[config.mk]
export PLATFORM = sky130hd
export DESIGN_NAME = word_bus_arbiter
export DESIGN_NICKNAME = d
export VERILOG_FILES = /design/src/rtl/word_bus_arbiter_pkg.sv /design/src/rtl/mux_1bit.sv /design/src/rtl/word_bus_arbiter.sv
export SDC_FILE = /design/constraint.sdc
export NUM_CORES = 1
export LEC_CHECK = 0
export BUFFER_PORTS_ARGS = -buffer_cell sky130_fd_sc_hd__buf_2
export CAP_MARGIN = 10
export CORE_UTILIZATION = 45
export CTS_CLUSTER_SIZE = 28
export DETAILED_ROUTE_END_ITERATION = 8
export PLACE_DENSITY_LB_ADDON = 0.15
export SLEW_MARGIN = 20
export SYNTH_ARGS = -nofsm -noshare
export SYNTH_HDL_FRONTEND = slang
export SYNTH_SLANG_ARGS = --single-unit
[constraint.sdc]
create_clock -name clk -period 1.9 [get_ports clk]
set_clock_uncertainty 0.15 [all_clocks]
set_input_delay 0.19 -clock clk [delete_from_list [all_inputs] [get_ports clk]]
set_output_delay 0.19 -clock clk [all_outputs]
set_load 0.005 [all_outputs]
[src/rtl/word_bus_arbiter_pkg.sv]
// Shared types and constants for the two-requester result-bus arbiter.
package word_bus_arbiter_pkg;

  typedef enum logic {
    ST_IDLE = 1'b0,
    ST_FULL = 1'b1
  } state_e;

  localparam logic REQ0 = 1'b0;
  localparam logic REQ1 = 1'b1;

  // Round-robin pick: a lone requester wins, a tie goes to the one not served last.
  function automatic logic pick_winner(input logic r0, input logic r1, input logic last);
    logic w;
    if (r0 && r1) begin
      w = ~last;
    end else if (r1) begin
      w = REQ1;
    end else begin
      w = REQ0;
    end
    return w;
  endfunction

endpackage

[src/rtl/mux_1bit.sv]
// 2:1 word multiplexer with a single-bit select.
module mux_1bit #(
  parameter int unsigned word_size = 32
) (
  input  logic                 sel,
  input  logic [word_size-1:0] in0,
  input  logic [word_size-1:0] in1,
  output logic [word_size-1:0] out_word
);

  assign out_word = sel ? in1 : in0;

endmodule

[src/rtl/word_bus_arbiter.sv]
// Round-robin arbiter sharing one result word bus between two valid/ready
// producers, with a single-entry output holding register and transfer counter.
module word_bus_arbiter
  import word_bus_arbiter_pkg::*;
#(
  parameter int unsigned word_size   = 32,
  parameter int unsigned count_width = 8
) (
  input  logic                   clk,
  input  logic                   rst_n,
  input  logic                   req0,
  input  logic [word_size-1:0]   data0,
  output logic                   grant0,
  input  logic                   req1,
  input  logic [word_size-1:0]   data1,
  output logic                   grant1,
  output logic                   out_valid,
  output logic [word_size-1:0]   out_data,
  input  logic                   out_ready,
  output logic                   sel,
  output logic [count_width-1:0] xfer_count
);

  state_e                 state_q, state_d;
  logic                   out_valid_q, out_valid_d;
  logic [word_size-1:0]   out_data_q, out_data_d;
  logic                   sel_q, sel_d;
  logic                   last_served_q, last_served_d;
  logic [count_width-1:0] xfer_count_q, xfer_count_d;

  logic                   can_load;
  logic                   accept;
  logic                   load;
  logic                   winner;
  logic [word_size-1:0]   mux_word;

  // Arbitration; gated by rst_n so grants drop the moment reset asserts.
  always_comb begin
    accept   = out_valid_q & out_ready;
    can_load = (state_q == ST_IDLE) | accept;
    winner   = pick_winner(req0, req1, last_served_q);
    load     = rst_n & can_load & (req0 | req1);
    grant0   = load & (winner == REQ0) & req0;
    grant1   = load & (winner == REQ1) & req1;
  end

  mux_1bit #(
    .word_size(word_size)
  ) u_word_mux (
    .sel     (winner),
    .in0     (data0),
    .in1     (data1),
    .out_word(mux_word)
  );

  always_comb begin
    state_d       = state_q;
    out_valid_d   = out_valid_q;
    out_data_d    = out_data_q;
    sel_d         = sel_q;
    last_served_d = last_served_q;
    xfer_count_d  = xfer_count_q;

    unique case (state_q)
      ST_IDLE: begin
        if (load) begin
          state_d = ST_FULL;
        end
      end
      ST_FULL: begin
        // A back-to-back load keeps the stage full at one word per cycle.
        if (accept && !load) begin
          state_d = ST_IDLE;
        end
      end
    endcase

    if (load) begin
      out_data_d    = mux_word;
      out_valid_d   = 1'b1;
      sel_d         = winner;
      last_served_d = winner;
    end else if (accept) begin
      out_valid_d = 1'b0;
    end

    if (accept) begin
      xfer_count_d = xfer_count_q + count_width'(1);
    end
  end

  always_ff @(posedge clk or negedge rst_n) begin
    if (!rst_n) begin
      state_q       <= ST_IDLE;
      out_valid_q   <= 1'b0;
      out_data_q    <= '0;
      sel_q         <= 1'b0;
      last_served_q <= REQ1;
      xfer_count_q  <= '0;
    end else begin
      state_q       <= state_d;
      out_valid_q   <= out_valid_d;
      out_data_q    <= out_data_d;
      sel_q         <= sel_d;
      last_served_q <= last_served_d;
      xfer_count_q  <= xfer_count_d;
    end
  end

  assign out_valid  = out_valid_q;
  assign out_data   = out_data_q;
  assign sel        = sel_q;
  assign xfer_count = xfer_count_q;

endmodule

# Yosys cells after proc, flatten, opt, wreduce, memory -nomap -nowiden
# Cells that the tools add are included.
[word_totals]
ff_bits = 44
latchBits = 0
ramBits = 0
mem_bits_ro = 0
out_inout_bits = 44
memories = 0
[op_classes]
add_sub_neg = 1
multipliers = 0
div = 0
n_lt_le_gt_ge = 0
n_eq_ne = 0
n_shift = 0
muxes = 8
n_bitwise = 12
n_reduce_logical = 4
[ops]
columns = ["op", "n"]
rows = [
  ["32-bit two-way mux", 1],
  ["8-bit by 1-bit adder with 8-bit output, second input constant", 1],
  ["1-bit AND", 7],
  ["1-bit two-way mux", 6],
  ["1-bit inverter", 3],
  ["1-bit logical AND", 2],
  ["1-bit OR", 2],
  ["1-bit case mux with 2 select lines", 1],
  ["2-bit nonzero test", 1],
  ["1-bit logical NOT", 1],
]

# Longest topological paths before layout
[logic_depth]
word_depth = 8
mapped_depth = 4
mapped_depth_nobuf = 4

# By module
# From an unflattened synthesis, not the netlist that was laid out.
[hier_totals]
hier_cells = 149
area_unflattened_um2 = 2284.7
[by_module_without_submodules]
columns = ["mod", "n_inst", "cells_each", "area_per_inst_um2", "seq_area_each_um2"]
rows = [
  ["word_bus_arbiter", 1, 113, 1740.4, 1102.3],
  ["mux_1bit", 1, 36, 544.3, 0.0],
]

# Worst setup path after synthesis
# No wires, ideal clock.
[synth_timing]
path_type = "register to register"
from = "register last_served_q"
to = "register out_data_q[10] (netlist: out_data[10])"
setup_time_ns = 0.125
arrival_ns = 1.351
setup_slack_ns = 0.274
stages_incl_launch_ff = 5
period_less_slack_ns = 1.626
path_cell_list = "dfstp_2 -> a21boi_4 -> buf_6 -> mux2_1 -> mux2_2"
[synth_via]
elab_chain_cells = 3
[synth_lines]
columns = ["element", "line", "text"]
rows = [
  ["start: declaration", "word_bus_arbiter.sv:28", "logic last_served_q, last_served_d;"],
  ["start signal: assignment", "word_bus_arbiter.sv:105", "last_served_q <= last_served_d;"],
  ["1-bit inverter", "word_bus_arbiter_pkg.sv:16", "w = ~last;"],
  ["1-bit two-way mux", "word_bus_arbiter_pkg.sv:15", "if (r0 && r1) begin"],
  ["32-bit two-way mux", "mux_1bit.sv:11", "assign out_word = sel ? in1 : in0;"],
  ["end signal: assignment", "word_bus_arbiter.sv:103", "out_data_q <= out_data_d;"],
  ["end: declaration", "word_bus_arbiter.sv:26", "logic [word_size-1:0] out_data_q, out_data_d;"],
]
# Every way passes these cells.
# A chain may end at the register's enable or synchronous reset.

# Worst setup path after layout
[layout_timing]
from = "input out_ready"
to = "output grant1"
[layout_via]
elab_chain_cells = 6
[layout_lines]
columns = ["element", "line", "text"]
rows = [
  ["start: declaration", "word_bus_arbiter.sv:19", "input logic out_ready,"],
  ["1-bit AND", "word_bus_arbiter.sv:39", "accept = out_valid_q & out_ready;"],
  ["1-bit OR", "word_bus_arbiter.sv:40", "can_load = (state_q == ST_IDLE) | accept;"],
  ["1-bit AND (2 in a row)", "word_bus_arbiter.sv:42", "load = rst_n & can_load & (req0 | req1);"],
  ["1-bit AND (2 in a row)", "word_bus_arbiter.sv:44", "grant1 = load & (winner == REQ1) & req1;"],
  ["end: declaration", "word_bus_arbiter.sv:16", "output logic grant1,"],
]
# Every way passes these cells.

==> results_dict.tcl <==
set metrics [dict create \
    antenna_found_initial 0 \
    r2r_slack_ns 0.19 \
    p_leak_nw 1.45 \
    utilization 0.647 \
    diodes 0 \
    first_pass_iters 8 \
    fp.dieH_um 71.0 \
    cap_violations 0 \
    route.detailed.drc 7 \
    synth_top_area_frac 0.502 \
    num_rows 24 \
    tightest_slew_ns 0.442 \
    avgSynthCellArea_um2 14.7 \
    synthCells 146 \
    hp-class "in -> reg" \
    wl_mm 4.33 \
    ctsResizeCount 0 \
    path_class "in -> out" \
    critPathRequiredTime_ns 1.56 \
    cts_tree "yes" \
    worstPathArrival_ns 1.48 \
    drive_above_1_share 0.635 \
    clk_pin_slew_worst_paths_ns 0.08 \
    ioPinCount 113 \
    mappedNetlistArea_mm2 0.00214 \
    grt_pass1_wl_mm 7.13 \
    max_slew_margin 0.705 \
    cts_buffer_depth 2 \
    die_x_um 71.0 \
    grt-ovfl-total 0 \
    synth_cell_types 24 \
    port_buffers 112 \
    yosysTopAreaCell "dfrtp_1" \
    synth_warnings 0 \
    cp_max_fo 6 \
    grt.total_usage 0.183 \
    final_antenna_net_count 0 \
    p_total_mw 3.64 \
    synth_seq_area_share 0.514 \
    place_hpwl_mm 3.32 \
    routedWlPerCell_um 13.4 \
    finalSetupViolCount 0 \
    start_kind "input pin" \
    power_density_mw_per_mm2 1260 \
    dr_total_vias 1622 \
    hold_viol 0 \
    post_drt_via_cell_ratio 5.02 \
    setup_tns_ns 0 \
    grt_pass1_vias 1629 \
    core_area_mm2 0.00447 \
    initial_utilization 0.479 \
    cts_root_buf "clkbuf_8" \
    period_share 0.958 \
    rsz0062_at_grt "false" \
    gp_congestion 0.742 \
    clock-sinks 44 \
    layout_common_cells "buf_2 (112), dfrtp_1 (43), mux2_2 (36)" \
    status "finished with violations" \
    die_area_mm2 0.00505 \
    grt_max_degree 37 \
    min_period_ns 1.82 \
    insertion_delay_ns 0.29 \
    yosys-top-cells-area "dfrtp_1 (50%), mux2_2 (19%), mux2_1 (14%)" \
    drv_slew 0 \
    ir_drop_mv 0.704 \
    fmax_mhz 549 \
    area_growth_pct 34.9 \
    htreeDepth 2 \
    nets 340 \
    final_common_cell "buf_2" \
    ys_ff_latch 44 \
    numCtsBuffers 5 \
    violations "design-rule violations" \
    synthesis.nets 216 \
    crit_path_end_kind "primary output" \
    first_iter_violations 58 \
]
[through the flow]
stage	hold slack [ns]	worst slack, ns	cells	area (um2)
floorplan	-0.256	0.274	146	2140
global placement	0.0195	0.222	313	2790
detailed placement	0.0241	0.200	313	2790
CTS	0.0159	0.0924	323	2890
global route	0.0577	0.0363	323	2890
finish	0.0278	0.0789	323	2890
[layout make-up]
type	instances	area (um2)
clock inverters	1	5.00
multi-input cells	94	976
repair buffers	123	661
clock buffers	7	76.3
fillers	346	1580
well taps	52	65.1
flip-flops and latches	44	1100
inverters	2	7.51
[timing repair]
action                     4_1_cts  5_1_grt
setup buffers                    1        0
hold endpoints to repair         9        0
setup endpoints to repair        1        0
hold buffers                     2        0
[state kept, by name (all words and copies together) (netlist names)]
name and flops:
last_served_q 1, out_data 32, out_valid 1, sel 1
state_q 1, xfer_count 8
[Yosys cell counts, drive strengths merged]
cell / instances
dfstp: 1
dfrtp: 43
inv: 2
xnor2: 6
o211ai: 1
or3b: 1
a21o: 1
and4: 1
mux2: 65
ha: 1
nand2: 4
a41oi: 1
nand4: 2
a21bo: 1
nor2: 3
and3: 1
xor2: 1
buf: 6
nand3: 2
a31oi: 1
a21boi: 1
o21ai: 1
[power breakdown]
| part | internal, mW | leakage, nW | switching, mW |
|---|---|---|---|
| sequential | 1.38 | 0.520 | 0.266 |
| combinational | 0.881 | 0.884 | 0.555 |
| clock | 0.258 | 0.0422 | 0.298 |
[layer usage]
metal	GRT usage	share of wire	wire (um)	up-vias
li1	-	-	-	769
met1	0.201	0.41	1760	786
met2	0.329	0.51	2220	61
met3	0.0627	0.070	303	6
met4	0.0644	0.013	55	0
met5	0	0	0	-
[critical path: stages]
cell and delay, ns:
dlygate4sd3_1 0.55, buf_2 0.16, a21bo_4 0.24, and3_2 0.22, buf_2 0.13
[logic make-up after synthesis]
logic type,Yosys count,synth area share
muxes,65,0.347
and+or+nand+nor,14,0.0350
DFF,44,0.514
adders and majority gates,1,0.00583
buffers and inverters,8,0.0350
xor gates and xnor gates,7,0.0286
AOI/OAI and AO/OA,7,0.0350
[path summary, 6_finish.rpt]
kind                                           start                        end  cells after the start
hold reg to reg            xfer_count[7]$_DFFE_PN0P_  xfer_count[7]$_DFFE_PN0P_                      1
max in group asynchronous                      rst_n    out_data[0]$_DFFE_PN0P_                      4
setup reg to reg           last_served_q$_DFFE_PN1P_    out_data[3]$_DFFE_PN0P_                      4
setup / recovery                           out_ready                     grant1                      5
hold / removal                                  req0  last_served_q$_DFFE_PN1P_                      2
min in group asynchronous                      rst_n   out_data[27]$_DFFE_PN0P_                      3
(Power assumes the default switching activity.)
